**src/rtl/fifo_arb_pkg.sv**
```systemverilog
// Shared types and helpers for the FIFO write-port arbiter.
// Imported by the picker and the top.
package fifo_arb_pkg;

  typedef enum logic {
    IDLE,
    LOCK
  } arb_state_t;

  // ID width that stays at least one bit for degenerate counts
  function automatic int clog2_min1(input int n);
    return (n < 2) ? 1 : $clog2(n);
  endfunction

endpackage

```
**src/rtl/fifo_wr_arbiter_rr_pick.sv**
```systemverilog
// Combinational round-robin picker: first set request at or after ptr.
// Wraps modulo N, so non-power-of-2 request counts are handled.
module rr_pick #(
  parameter int N  = 4,
  parameter int IW = 2
) (
  input  logic [N-1:0]  req_i,
  input  logic [IW-1:0] ptr_i,
  output logic [IW-1:0] gnt_o,
  output logic          any_o
);

  always_comb begin
    int            idx;
    logic [IW-1:0] sel;
    gnt_o = '0;
    any_o = 1'b0;
    for (int k = 0; k < N; k++) begin
      idx = int'(ptr_i) + k;
      if (idx >= N)
        idx = idx - N;
      sel = IW'(idx);
      if (!any_o && req_i[sel]) begin
        any_o = 1'b1;
        gnt_o = sel;
      end
    end
  end

endmodule

```
**src/rtl/fifo_wr_arbiter.sv**
```systemverilog
// Round-robin write-port arbiter with burst lock in front of a FIFO.
// Grant is combinational; state only tracks lock owner and rotation.
module fifo_wr_arbiter
  import fifo_arb_pkg::*;
#(
  parameter int DATA_WIDTH = 8,
  parameter int NUM_REQ    = 4,
  parameter int BURST_LEN  = 4,
  localparam int ID_W      = clog2_min1(NUM_REQ)
) (
  input  logic                          clk,
  input  logic                          rst_n,
  input  logic [NUM_REQ-1:0]            req_valid,
  input  logic [NUM_REQ*DATA_WIDTH-1:0] req_data,
  output logic [NUM_REQ-1:0]            req_ready,
  output logic                          fifo_w_en,
  output logic [DATA_WIDTH-1:0]         fifo_data_in,
  input  logic                          fifo_full,
  output logic [ID_W-1:0]               grant_id,
  output logic                          grant_vld
);

  localparam int BW = $clog2(BURST_LEN + 1);
  localparam logic [BW-1:0]   LAST_BEAT = BW'(BURST_LEN - 1);
  localparam logic [ID_W-1:0] LAST_ID   = ID_W'(NUM_REQ - 1);

  function automatic logic [ID_W-1:0] nxt(input logic [ID_W-1:0] x);
    return (x == LAST_ID) ? '0 : x + ID_W'(1);
  endfunction

  arb_state_t      state_q, state_d;
  logic [ID_W-1:0] owner_q, owner_d;
  logic [BW-1:0]   beat_q, beat_d;
  logic [ID_W-1:0] rr_q, rr_d;

  logic            hold;
  logic            rel;
  logic [ID_W-1:0] ptr;
  logic [ID_W-1:0] pick;
  logic            any;
  logic [ID_W-1:0] g;
  logic            xfer;

  assign hold = (state_q == LOCK) && req_valid[owner_q];
  assign rel  = (state_q == LOCK) && !req_valid[owner_q];
  // A released lock rotates past the owner in the same cycle
  assign ptr  = rel ? nxt(owner_q) : rr_q;

  rr_pick #(
    .N  (NUM_REQ),
    .IW (ID_W)
  ) u_pick (
    .req_i (req_valid),
    .ptr_i (ptr),
    .gnt_o (pick),
    .any_o (any)
  );

  assign g         = hold ? owner_q : pick;
  assign grant_vld = rst_n && any;
  assign grant_id  = g;
  assign xfer      = grant_vld && !fifo_full;
  assign fifo_w_en = xfer;

  always_comb begin
    fifo_data_in = '0;
    req_ready    = '0;
    for (int i = 0; i < NUM_REQ; i++) begin
      if (g == ID_W'(i)) begin
        fifo_data_in = req_data[i*DATA_WIDTH +: DATA_WIDTH];
        req_ready[i] = xfer;
      end
    end
  end

  always_comb begin
    state_d = state_q;
    owner_d = owner_q;
    beat_d  = beat_q;
    rr_d    = rr_q;
    if (xfer) begin
      if (hold) begin
        if (beat_q == LAST_BEAT) begin
          state_d = IDLE;
          rr_d    = nxt(owner_q);
          beat_d  = '0;
        end else begin
          beat_d = beat_q + BW'(1);
        end
      end else if (BURST_LEN > 1) begin
        state_d = LOCK;
        owner_d = g;
        beat_d  = BW'(1);
      end else begin
        state_d = IDLE;
        rr_d    = nxt(g);
        beat_d  = '0;
      end
    end else if (rel && !fifo_full) begin
      state_d = IDLE;
      rr_d    = nxt(owner_q);
      beat_d  = '0;
    end
  end

  always_ff @(posedge clk or negedge rst_n) begin
    if (!rst_n) begin
      state_q <= IDLE;
      owner_q <= '0;
      beat_q  <= '0;
      rr_q    <= '0;
    end else begin
      state_q <= state_d;
      owner_q <= owner_d;
      beat_q  <= beat_d;
      rr_q    <= rr_d;
    end
  end

endmodule

```
**config.mk**
```make
export PLATFORM = sky130hd
export DESIGN_NAME = fifo_wr_arbiter
export DESIGN_NICKNAME = d
export VERILOG_FILES = /design/src/rtl/fifo_arb_pkg.sv /design/src/rtl/fifo_wr_arbiter_rr_pick.sv /design/src/rtl/fifo_wr_arbiter.sv
export SDC_FILE = /design/constraint.sdc
export NUM_CORES = 1
export LEC_CHECK = 0
export BUFFER_PORTS_ARGS = -buffer_cell sky130_fd_sc_hd__buf_4
export CAP_MARGIN = 20
export CORE_MARGIN = 1.5
export CORE_UTILIZATION = 38
export CTS_BUF_LIST = sky130_fd_sc_hd__clkbuf_8 sky130_fd_sc_hd__clkbuf_16
export DETAILED_ROUTE_END_ITERATION = 10
export GPL_ROUTABILITY_DRIVEN = 0
export PLACE_DENSITY_LB_ADDON = 0.3
export SYNTH_ARGS = -nofsm -noshare
export SYNTH_HDL_FRONTEND = slang
export SYNTH_HIERARCHICAL = 1
export SYNTH_SLANG_ARGS = --single-unit
```
**constraint.sdc**
```tcl
create_clock -name clk -period 2.7 [get_ports clk]
set_clock_uncertainty 0.05 [all_clocks]
set_input_delay 0.135 -clock clk [delete_from_list [all_inputs] [get_ports clk]]
set_output_delay 0.135 -clock clk [all_outputs]
set_load 0.01 [all_outputs]
```
==> out/results.txt, run 1 <==
CP Class: flop to output pin
First-pass GRT wire length: 4857 um
Adder-cell share of the synthesized area: 2.920%
CTS root buffer: clkbuf_8
Max FO, Critical Path: 5
Worst Path Buf+Inv: 1
Initial Util: 39.50%
Post-route clock period utilization: 120.6%
Overall power: 0.002202 W
Maximum VDD drop: 0.0008053 V
HP Class: input pin to asynchronous set/reset pin
Number of global-route vias before repair: 1058
Synth Instances: 76
IO buf count: 54
Worst-Skew Late Latency: 0.23 ns
Die width: 50.49 um
Most frequent cells in the layout: 61 x buf_4, 15 x buf_6, 9 x mux4_2, 8 x dfrtp_1, 7 x inv_1
CP delay by family, top: multiplexers
Ys flop type: dfrtp_1
Layout overhead on the synthesized area: 92.26%
Max transition margin: 72.62%
Remaining DRCs: 0
EDFF count, synth: 0
Max incr delay on CP: 0.54 ns
Final WL: 3290 um
Largest net degree at the start of global routing: 11
Synth Area per Inst: 11.28 um2
Simple-gate share of the synthesized area: 14.45%
Row count: 17
CP Capture Type: output pin
DP HPWL: 2050 um
Clock transition at path regs: 0.04 ns
Most frequent CP cell: mux4_2
Unique masters post-synth: 33
# setup viols final: 13
Leakage: 0.8021 nW
Inserted Clock Buffers: 3
Critical-path top delay cell: mux4_2
Startpoint Class: flop
Fin crit period: 3.256 ns
Actual slew at the worst max-slew pin: 0.4108 ns
WL/cell: 17.88 um
FF+latch count, synth: 8
Num ports: 55
RSZ-0062 raised after global routing: true
Proportion of synthesized area in mux cells: 37.52%
Fill cells: 143
Mapped cell area: 857.1 um2
Fraction of layout cells with a size suffix above 1: 75.64%
Drt pass-1 iters: 4
FMAX: 0.3071 GHz
Post-synthesis compound-gate area fraction: 14.74%
Routed vias/inst: 5.505
YS warnings: 6
Initial antenna violation count: 0
Fraction of synthesized cell area in xor and xnor cells: 0%
Cell Pwr Density: 1337 nW/um2
Status: finished with violations
Total clock sinks: 8
Failing checks: negative setup slack
ANT cells: 0
Routed vias: 1013
Critical Path RT: 2.52 ns
Final Max Tran Viols: 0
Most common cell after layout, fill and taps aside: buf_4
Syn Nets: 117
Post-synth ARST share: 100.0%
Nets: 199
Post-synthesis sequential area ratio: 23.36%
Critical path data arrival time: 3.07 ns
CTS tree: yes
Area of the core: 2170 um2
Largest family of logic cells by synthesized area: multiplexers
Hold Vio Cnt, Final: 0
Max-cap violations: 0
Worst reg2reg path startpoint: owner_q[0]
DIE HEIGHT: 50.49 um
Die Area: 2549 um2
Total grt overflow: 0
Critical path, cell by cell: mux4_2, nand2b_4, mux2_4, a221o_1, a21oi_2, a22o_4, mux4_2, buf_6
Sequential Area: 200.2 um2
Total track usage: 25.22%
Number of routed nets with antenna violations: 0
Area of the multi-input gates: 688.2 um2
Clock Path Buffers: 2
Worst Setup Slack, final: -0.5560 ns
H-Tree Level Count: 1
Critical Path Source: owner_q[0]
Drt initial violations: 34
Pre-CTS setup slack: -0.2375 ns
per-stage QoR:
stage               utilization [%]  setup TNS [ns]  hold WS (ns)  area, um2  std cells
global route                  75.95          -7.133        0.2371       1648        184
global placement              63.09          -1.046      -0.08718       1369        167
CTS                           70.30          -4.894        0.2145       1525        178
finish                        75.95          -6.344        0.2185       1648        184
floorplan                         -         -0.4685       -0.2106      872.1         76
detailed placement            63.09          -1.680      -0.08410       1369        167
cells in the mapped netlist (2+ instances only):
cell | count | area [um2]
dfrtp_1 | 8 | 200.2
inv_1 | 7 | 26.28
mux2_2 | 6 | 67.56
mux4_2 | 6 | 135.1
a21oi_1 | 5 | 25.02
mux4_1 | 3 | 78.83
nor2_1 | 3 | 11.26
nor3_1 | 3 | 15.01
a221o_1 | 2 | 20.02
and3_2 | 2 | 15.01
ha_1 | 2 | 25.02
inv_2 | 2 | 7.510
mux2_4 | 2 | 30.03
nand2_1 | 2 | 7.510
nand2b_1 | 2 | 12.51
nand3b_1 | 2 | 15.01
nor2b_1 | 2 | 12.51
o21a_1 | 2 | 15.01
layer usage:
metal  track usage, %  wire length, um
met5                0                0
met3            3.571              153
met4            11.71               64
met2            45.83             1884
met1            28.90             1187
worst paths after layout:
| path | slack (ns) | depth (start not counted) | endpoint |
|---|---|---|---|
| worst max-delay path | -0.56 | 8 | fifo_data_in[3] |
| worst min-delay path | 0.22 | 2 | state_q |
| worst max register to register | 0.01 | 9 | owner_q[0] |
| worst min register to register | 0.45 | 1 | beat_q[2] |
| max in group asynchronous | 2.25 | 2 | owner_q[0] |
| min in group clk | 0.24 | 3 | beat_q[1] |
kinds of logic after synthesis:
family	Yosys count
AND/OR/NAND/NOR	21
multiplexers	18
AO/OA/AOI/OAI	16
buffers and inverters	11
flip-flops	8
adder cells (fa/ha/maj)	2
power by group:
part / internal, W / switching, W / total (W)
Combinational: 0.00108 / 0.000756 / 0.00184
Sequential: 0.000173 / 0.0000450 / 0.000218
Clock: 0.0000966 / 0.0000473 / 0.000144
Total: 0.00135 / 0.000848 / 0.00220
worst reg2reg max path, stage by stage, from the launching register on:
cell and delay, ns:
dfrtp_1 0.38, mux4_2 0.53, nand2b_4 0.18, mux2_4 0.33, buf_6 0.13, o221ai_2 0.18, a21oi_2 0.12, a22o_4 0.26
buf_4 0.16, mux2_2 0.26
cell type report:
type | count | area share, %
multi-input combinational | 58 | 41.76
clock buffer | 3 | 2.506
inverter | 9 | 2.354
sequential | 8 | 12.15
timing repair inverter | 1 | 0.4556
tap | 28 | 2.126
timing repair buffer | 77 | 38.65
state kept, by name (all words and copies together) (netlist names):
register  cells
beat_q        3
owner_q       2
rr_q          2
state_q       1
what timing repair did:
action	4_1_cts	5_1_grt
gates resized for setup	17	20
hold buffers	1	0
setup buffers	5	6
endpoints found under the setup margin	13	15
pin swaps	4	7
hold endpoints to repair	8	0
cloned	2	0
No activity file was read; power rests on OpenSTA's default activity.
==> run 2: changes to the inputs <==
--- a/config.mk
+++ b/config.mk
@@ -7,13 +7,14 @@
 export LEC_CHECK = 0
 export BUFFER_PORTS_ARGS = -buffer_cell sky130_fd_sc_hd__buf_4
 export CAP_MARGIN = 20
+export CELL_PAD_IN_SITES_DETAIL_PLACEMENT = 0
+export CELL_PAD_IN_SITES_GLOBAL_PLACEMENT = 2
 export CORE_MARGIN = 1.5
-export CORE_UTILIZATION = 38
+export CORE_UTILIZATION = 21
 export CTS_BUF_LIST = sky130_fd_sc_hd__clkbuf_8 sky130_fd_sc_hd__clkbuf_16
 export DETAILED_ROUTE_END_ITERATION = 10
 export GPL_ROUTABILITY_DRIVEN = 0
 export PLACE_DENSITY_LB_ADDON = 0.3
 export SYNTH_ARGS = -nofsm -noshare
 export SYNTH_HDL_FRONTEND = slang
-export SYNTH_HIERARCHICAL = 1
 export SYNTH_SLANG_ARGS = --single-unit
==> out/results.txt, run 2 <==
Status: finished with violations
Failing checks: negative setup slack
Synth top area share: 22.01% (-1.3 points)
H-Tree Level Count: 1 (unchanged)
FF+latch count, synth: 8 (unchanged)
Largest register FFs: 3 (unchanged)
Total grt overflow: 0 (unchanged)
Most frequent cells in the layout: 60 x buf_4, 18 x buf_6, 9 x nor2_1, 8 x mux4_2, 8 x dfrtp_1
Most flop-heavy register: beat_q
Worst-Skew Late Latency: 0.22 ns (about the same)
Critical-path top delay cell: nor4b_1
Final Max Tran Viols: 0 (unchanged)
Row count: 23 (+6)
CP Depth: 10 (+2)
Drt pass-1 iters: 4 (unchanged)
Drt initial violations: 30 (-12%)
Main area contributors after synthesis: dfrtp_1 22%, mux4_2 12%, mux4_1 8.7%
Most common cell after layout, fill and taps aside: buf_4
Critical Path Source: owner_q[0]
Max FO, Critical Path: 7 (+2)
Total clock sinks: 8 (unchanged)
Fill cells: 391 (+170%)
Synth Area per Inst: 10.22 um2 (-9.4%)
Share of power burned in combinational logic: 82.5% (-1.1 points)
Clock transition at path regs: 0.04 ns (about the same)
Synth area leader: dfrtp_1
Actual slew at the worst max-slew pin: 0.5719 ns (+0.1612 ns)
Clock share of power: 6.7% (+0.2 points)
Layout overhead on the synthesized area: 91.61%
Ys flop type: dfrtp_1
FF-to-FF End: rr_q[1]
RSZ-0062 raised after global routing: true
Fin cells: 219 (+19%)
Number of global-route vias before repair: 1088 (+2.8%)
Number of routed nets with antenna violations: 0 (unchanged)
Critical Path RT: 2.52 ns (about the same)
Reg2Reg Depth: 7 (-2)
First-pass GRT wire length: 4374 um (-9.9%)
Synth Instances: 89 (+17%)
Initial Util: 22.26% (-17 points)
CTS tree: yes
Remaining DRCs: 0 (unchanged)
CTS root buffer: clkbuf_8
Max transition margin: 61.33% (-11 points)
Die Area: 4736 um2 (+86%)
Worst reg2reg path startpoint: owner_q[0]
Largest regs: beat_q: 3 flops, owner_q: 2 flops, rr_q: 2 flops
FMAX: 0.3258 GHz (+6.1%)
Maximum VDD drop: 0.0003010 V (-63%)
Max incr delay on CP: 0.49 ns (-0.05 ns)
Worst Setup EP: fifo_data_in[3]
Clock Path Buffers: 2 (unchanged)
Critical path data arrival time: 2.88 ns (-0.19 ns)
HP Class: input pin to asynchronous set/reset pin
Largest net degree at the start of global routing: 10 (-1)
Critical path, cell by cell: buf_4, ha_4, nor4b_1, mux2i_4, o221ai_2, o21ai_2, mux2i_2, buf_6, mux4_2, buf_6
Leakage: 0.8013 nW (about the same)
Cell Pwr Density: 1168 nW/um2 (-13%)
Fraction of layout cells with a size suffix above 1: 68.05% (-7.6 points)
CP Class: flop to output pin
Final WL: 3042 um (-7.5%)
Hold Worst Slack: 0.2223 ns (+0.003845 ns)
EDFF count, synth: 0 (unchanged)
WL/cell: 13.89 um (-22%)
Post-synth ARST share: 100.0% (unchanged)
Core Util, Final: 42.65% (-33 points)
YS warnings: 0 (-6)
Initial antenna violation count: 0 (unchanged)
Post-route clock period utilization: 113.7% (-6.9 points)
Die width: 68.82 um (+36%)
DP HPWL: 2276 um (+11%)
IO buf count: 54 (unchanged)
Setup slack, reg-to-reg: 0.38 ns (+0.37 ns)
Most frequent CP cell: buf_6
Mapped cell area: 909.6 um2 (+6.1%)
# setup viols final: 13 (unchanged)
Sequential Power Share: 10.8% (+0.9 points)
Area of the core: 4086 um2 (+88%)
Switch Pwr: 0.0007623 W (-10%)
ANT cells: 0 (unchanged)
CP delay by family, top: multiplexers
Routed vias/inst: 4.877 (-11%)
Worst Setup Slack, final: -0.3694 ns (+0.1867 ns)
Max-cap violations: 0 (unchanged)
Nets: 212 (+6.5%)
Num ports: 55 (unchanged)
Fin crit period: 3.069 ns (-0.1867 ns)
CP Capture Type: output pin
Startpoint Class: flop
Unique masters post-synth: 33 (unchanged)
Most common cell in the netlist: nor2_1
Worst Path Buf+Inv: 3 (+2)
Inserted Clock Buffers: 3 (unchanged)
DIE HEIGHT: 68.82 um (+36%)
Internal power: 0.001274 W (-5.9%)
Routed vias: 1068 (+5.4%)
Hold Vio Cnt, Final: 0 (unchanged)
Post-synthesis sequential area ratio: 22.01% (-1.3 points)
Sw Ratio: 37.44% (-1.1 points)
Placed Instances: 204 (+22%)
Total track usage: 12.09% (-13 points)
Syn Nets: 130 (+11%)
Synth top cells by count: 9 x nor2_1, 8 x dfrtp_1, 6 x nand2_1
[run 2: cell count changes after synthesis, sizes merged, moves of 3 or more]
cell   previous run  this run
nor2              3         9
nor3b             0         3
inv               9         5
a21oi             5         2
mux2i             1         5
nand2             3         6
o21ai             2         6
[run 2: cell families after synthesis]
kind of cell,count (synthesis),share of synthesized area (%)
and+or+nand+nor,33,18.84
buffers and inverters,8,5.226
muxes,20,36.04
AOI/OAI and AO/OA,18,15.13
adders and majority gates,2,2.751
DFF,8,22.01
[run 2: stage by stage]
| step | total power, W | TNS, ns | worst slack (ns) | area (um2) |
|---|---|---|---|---|
| after floorplan | 0.0009786 | 0 | 0.01623 | 917.1 |
| after global placement | 0.001411 | -0.6144 | -0.1042 | 1459 |
| after detailed placement | 0.001421 | -1.046 | -0.1334 | 1459 |
| after CTS | 0.001882 | -2.860 | -0.2790 | 1652 |
| after global routing | 0.002197 | -6.202 | -0.5294 | 1743 |
| final | 0.002036 | -4.147 | -0.3694 | 1743 |
[run 2: layout make-up]
| type | instances | area, um2 | share of cell area [%] |
|---|---|---|---|
| Multi-Input combinational cell | 74 | 757.0 | 43.43 |
| Timing Repair Buffer | 79 | 663.1 | 38.05 |
| Tap cell | 50 | 62.56 | 3.589 |
| Clock buffer | 3 | 41.29 | 2.369 |
| Inverter | 5 | 18.77 | 1.077 |
| Sequential cell | 8 | 200.2 | 11.49 |
[run 2: how the worst min path moves through the flow]
stage,startpoint,endpoint,slack [ns],cells after the start
floorplan,rst_n,beat_q[0],-0.21,0
global placement,rst_n,rr_q[0],-0.08,1
detailed placement,rst_n,rr_q[1],-0.08,1
CTS,rst_n,rr_q[1],0.22,2
global route,rst_n,rr_q[1],0.23,2
finish,rst_n,rr_q[1],0.22,2
[run 2: what timing repair did]
action | CTS | global route
pin swaps | 7 | 4
endpoints found under the hold margin | 8 | 0
hold buffers | 1 | 0
gates cloned | 2 | 0
gates resized for setup | 26 | 17
setup endpoints to repair | 13 | 13
buffers inserted | 8 | 4
[run 2: power groups by stage]
| stage | Clock [W] | Combinational [W] | Sequential [W] |
|---|---|---|---|
| 2_1_floorplan | 0 | 0.000770 | 0.000208 |
| 3_3_place_gp | 0 | 0.00120 | 0.000209 |
| 3_5_place_dp | 0 | 0.00121 | 0.000212 |
| 4_1_cts | 0.000142 | 0.00153 | 0.000215 |
| 5_1_grt | 0.000148 | 0.00182 | 0.000224 |
| 6_report | 0.000136 | 0.00168 | 0.000219 |
[run 2: layer usage]
| layer | wire length [um] | part of all wire, % | track usage [%] | up-vias |
|---|---|---|---|---|
| met1 | 1106 | 36 | 11.61 | 501 |
| met3 | 319 | 10 | 2.922 | 10 |
| li1 | - | - | - | 502 |
| met5 | 0 | 0 | 0 | - |
| met2 | 1512 | 50 | 23.08 | 55 |
| met4 | 104 | 3.4 | 7.108 | 0 |
==> run 3: changes to the inputs <==
==> constraint.sdc (replaced) <==
create_clock -name clk -period 2.6 [get_ports clk]
set_clock_uncertainty 0.05 [all_clocks]
set_input_delay 0.13 -clock clk [delete_from_list [all_inputs] [get_ports clk]]
set_output_delay 0.13 -clock clk [all_outputs]
set_load 0.01 [all_outputs]
==> out/results.txt, run 3 (synthesis gave the netlist of run 2 again) <==
Status: finished with violations
Total track usage: 12.51% (+0.42 points)
Largest register FFs: 3 (unchanged)
Final Instance Area: 1638 um2 (-6.0%)
DP HPWL: 2306 um (+1.3%)
Hold Vio Cnt, Final: 0 (unchanged)
Critical path, cell by cell: mux2_4, o22ai_4, buf_6, mux2i_1, a221o_1, a21oi_2, mux2_4, mux4_2, buf_6
Largest regs: beat_q: 3 flops, owner_q: 2 flops, rr_q: 2 flops
Reg2Reg Depth: 7 (unchanged)
Initial Util: 22.26% (unchanged)
ANT cells: 0 (unchanged)
DIE HEIGHT: 68.82 um (unchanged)
Die width: 68.82 um (unchanged)
Setup TNS Final: -5.114 ns (-0.9666 ns)
Initial antenna violation count: 0 (unchanged)
Nets: 206 (-2.8%)
Cell Pwr Density: 1178 nW/um2 (+0.85%)
Max incr delay on CP: 0.52 ns (+0.03 ns)
Routed vias: 975 (-8.7%)
Remaining DRCs: 0 (unchanged)
Critical Path RT: 2.42 ns (-0.10 ns)
Failing checks: negative setup slack
Layout overhead on the synthesized area: 80.06%
Num ports: 55 (unchanged)
Hold Worst Slack: 0.2061 ns (-0.01620 ns)
Total grt overflow: 0 (unchanged)
Most common cell after layout, fill and taps aside: buf_4
Worst reg2reg path startpoint: owner_q[0]
H-Tree Level Count: 1 (unchanged)
FMAX: 0.3270 GHz
Worst-Skew Late Latency: 0.23 ns (about the same)
# setup viols final: 13 (unchanged)
Max transition margin: 65.51% (+4.2 points)
Worst Path Buf+Inv: 2 (-1)
Sequential Area: 201.4 um2 (+0.62%)
Total clock sinks: 8 (unchanged)
RSZ-0062 raised after global routing: true
Largest net degree at the start of global routing: 10 (unchanged)
Placed inst area: 1460 um2 (about the same)
Area of the core: 4086 um2 (unchanged)
CTS root buffer: clkbuf_8
Inserted Clock Buffers: 3 (unchanged)
First-pass GRT wire length: 4526 um (+3.5%)
HP Class: input pin to asynchronous set/reset pin
Final Max Tran Viols: 0 (unchanged)
Setup slack, reg-to-reg: 0.37 ns (about the same)
Drt pass-1 iters: 4 (unchanged)
Max FO, Critical Path: 5 (-2)
Post-route clock period utilization: 117.6%
Most flop-heavy register: beat_q
Row count: 23 (unchanged)
Final WL: 2975 um (-2.2%)
Routed vias/inst: 4.556 (-6.6%)
Worst Setup Slack, final: -0.4578 ns (-0.08836 ns)
Number of routed nets with antenna violations: 0 (unchanged)
CTS tree: yes
Drt initial violations: 16 (-47%)
Most frequent cells in the layout: 60 x buf_4, 11 x buf_6, 9 x nor2_1, 8 x mux4_2, 7 x dfrtp_1
CP Class: flop to output pin
Startpoint Class: flop
Number of global-route vias before repair: 988 (-9.2%)
Die Area: 4736 um2 (unchanged)
Clock Path Buffers: 2 (unchanged)
CP delay by family, top: multiplexers
IO buf count: 54 (unchanged)
Actual slew at the worst max-slew pin: 0.5151 ns (-0.05684 ns)
Fill cells: 422 (+7.9%)
Clock transition at path regs: 0.05 ns (about the same)
CP Capture Type: output pin
Leakage: 0.7682 nW (-4.1%)
Area of the multi-input gates: 705.7 um2 (-6.8%)
Fin crit period: 3.058 ns
Critical-path top delay cell: mux4_2
Fraction of layout cells with a size suffix above 1: 61.59% (-6.5 points)
FF-to-FF End: rr_q[0]
WL/cell: 13.90 um (about the same)
Max-cap violations: 0 (unchanged)
Critical path data arrival time: 2.88 ns (about the same)
Maximum VDD drop: 0.0004570 V (+52%)
-- run 3: cell count changes in the layout (fill, tap and decap cells not counted), sizes merged --
cell / delta
buf: -6
inv: +1
-- run 3: where the power goes --
| group | switching [W] | internal [W] | leakage, nW |
|---|---|---|---|
| clock | 0.0000536 | 0.000103 | 0.0269 |
| sequential | 0.0000557 | 0.000172 | 0.0978 |
| combinational | 0.000616 | 0.000929 | 0.643 |
| total | 0.000725 | 0.00120 | 0.768 |
-- run 3: how the worst max path moves through the flow --
stage	start	endpoint	slack, ns	depth (start not counted)
after global routing	owner_q[0]	fifo_data_in[7]	-0.59	9
after global placement	owner_q[0]	fifo_data_in[1]	-0.17	11
final	owner_q[0]	fifo_data_in[1]	-0.46	9
after floorplan	owner_q[0]	fifo_data_in[0]	-0.03	8
after detailed placement	owner_q[0]	fifo_data_in[7]	-0.21	8
after CTS	owner_q[0]	fifo_data_in[0]	-0.40	10
-- run 3: routing by layer --
layer | global-route usage (%) | vias up | wire length [um]
li1 | - | 490 | -
met1 | 14.91 | 464 | 1211
met2 | 24.04 | 21 | 1630
met3 | 1.786 | 0 | 132
met4 | 1.716 | 0 | 0
met5 | 0 | - | 0
-- run 3: area by class of cell --
| class | count | share of cell area (%) |
|---|---|---|
| tap | 50 | 3.820 |
| sequential | 8 | 12.30 |
| inverter | 5 | 1.146 |
| clock buffer | 3 | 2.521 |
| multi-input combinational | 74 | 43.09 |
| timing repair buffer | 73 | 36.90 |
| clock inverter | 1 | 0.2292 |
-- run 3: what timing repair did --
action                                  in CTS  in global routing
gates resized for setup                     18                  6
endpoints found under the hold margin        8                  0
setup buffers                                4                  1
pin swaps                                    2                  1
hold buffers                                 1                  0
endpoints found under the setup margin      14                 14
cloned                                       1                  1
-- run 3: metrics by stage --
stage                     utilization (%)  cells  worst slack, ns  total power [W]
after floorplan                         -     89         -0.02647         0.001034
after global placement              35.73    203          -0.1718         0.001479
after detailed placement            35.73    203          -0.2124         0.001485
after CTS                           39.68    213          -0.4019         0.001921
after global routing                40.08    214          -0.5880         0.002084
final                               40.08    214          -0.4578         0.001929
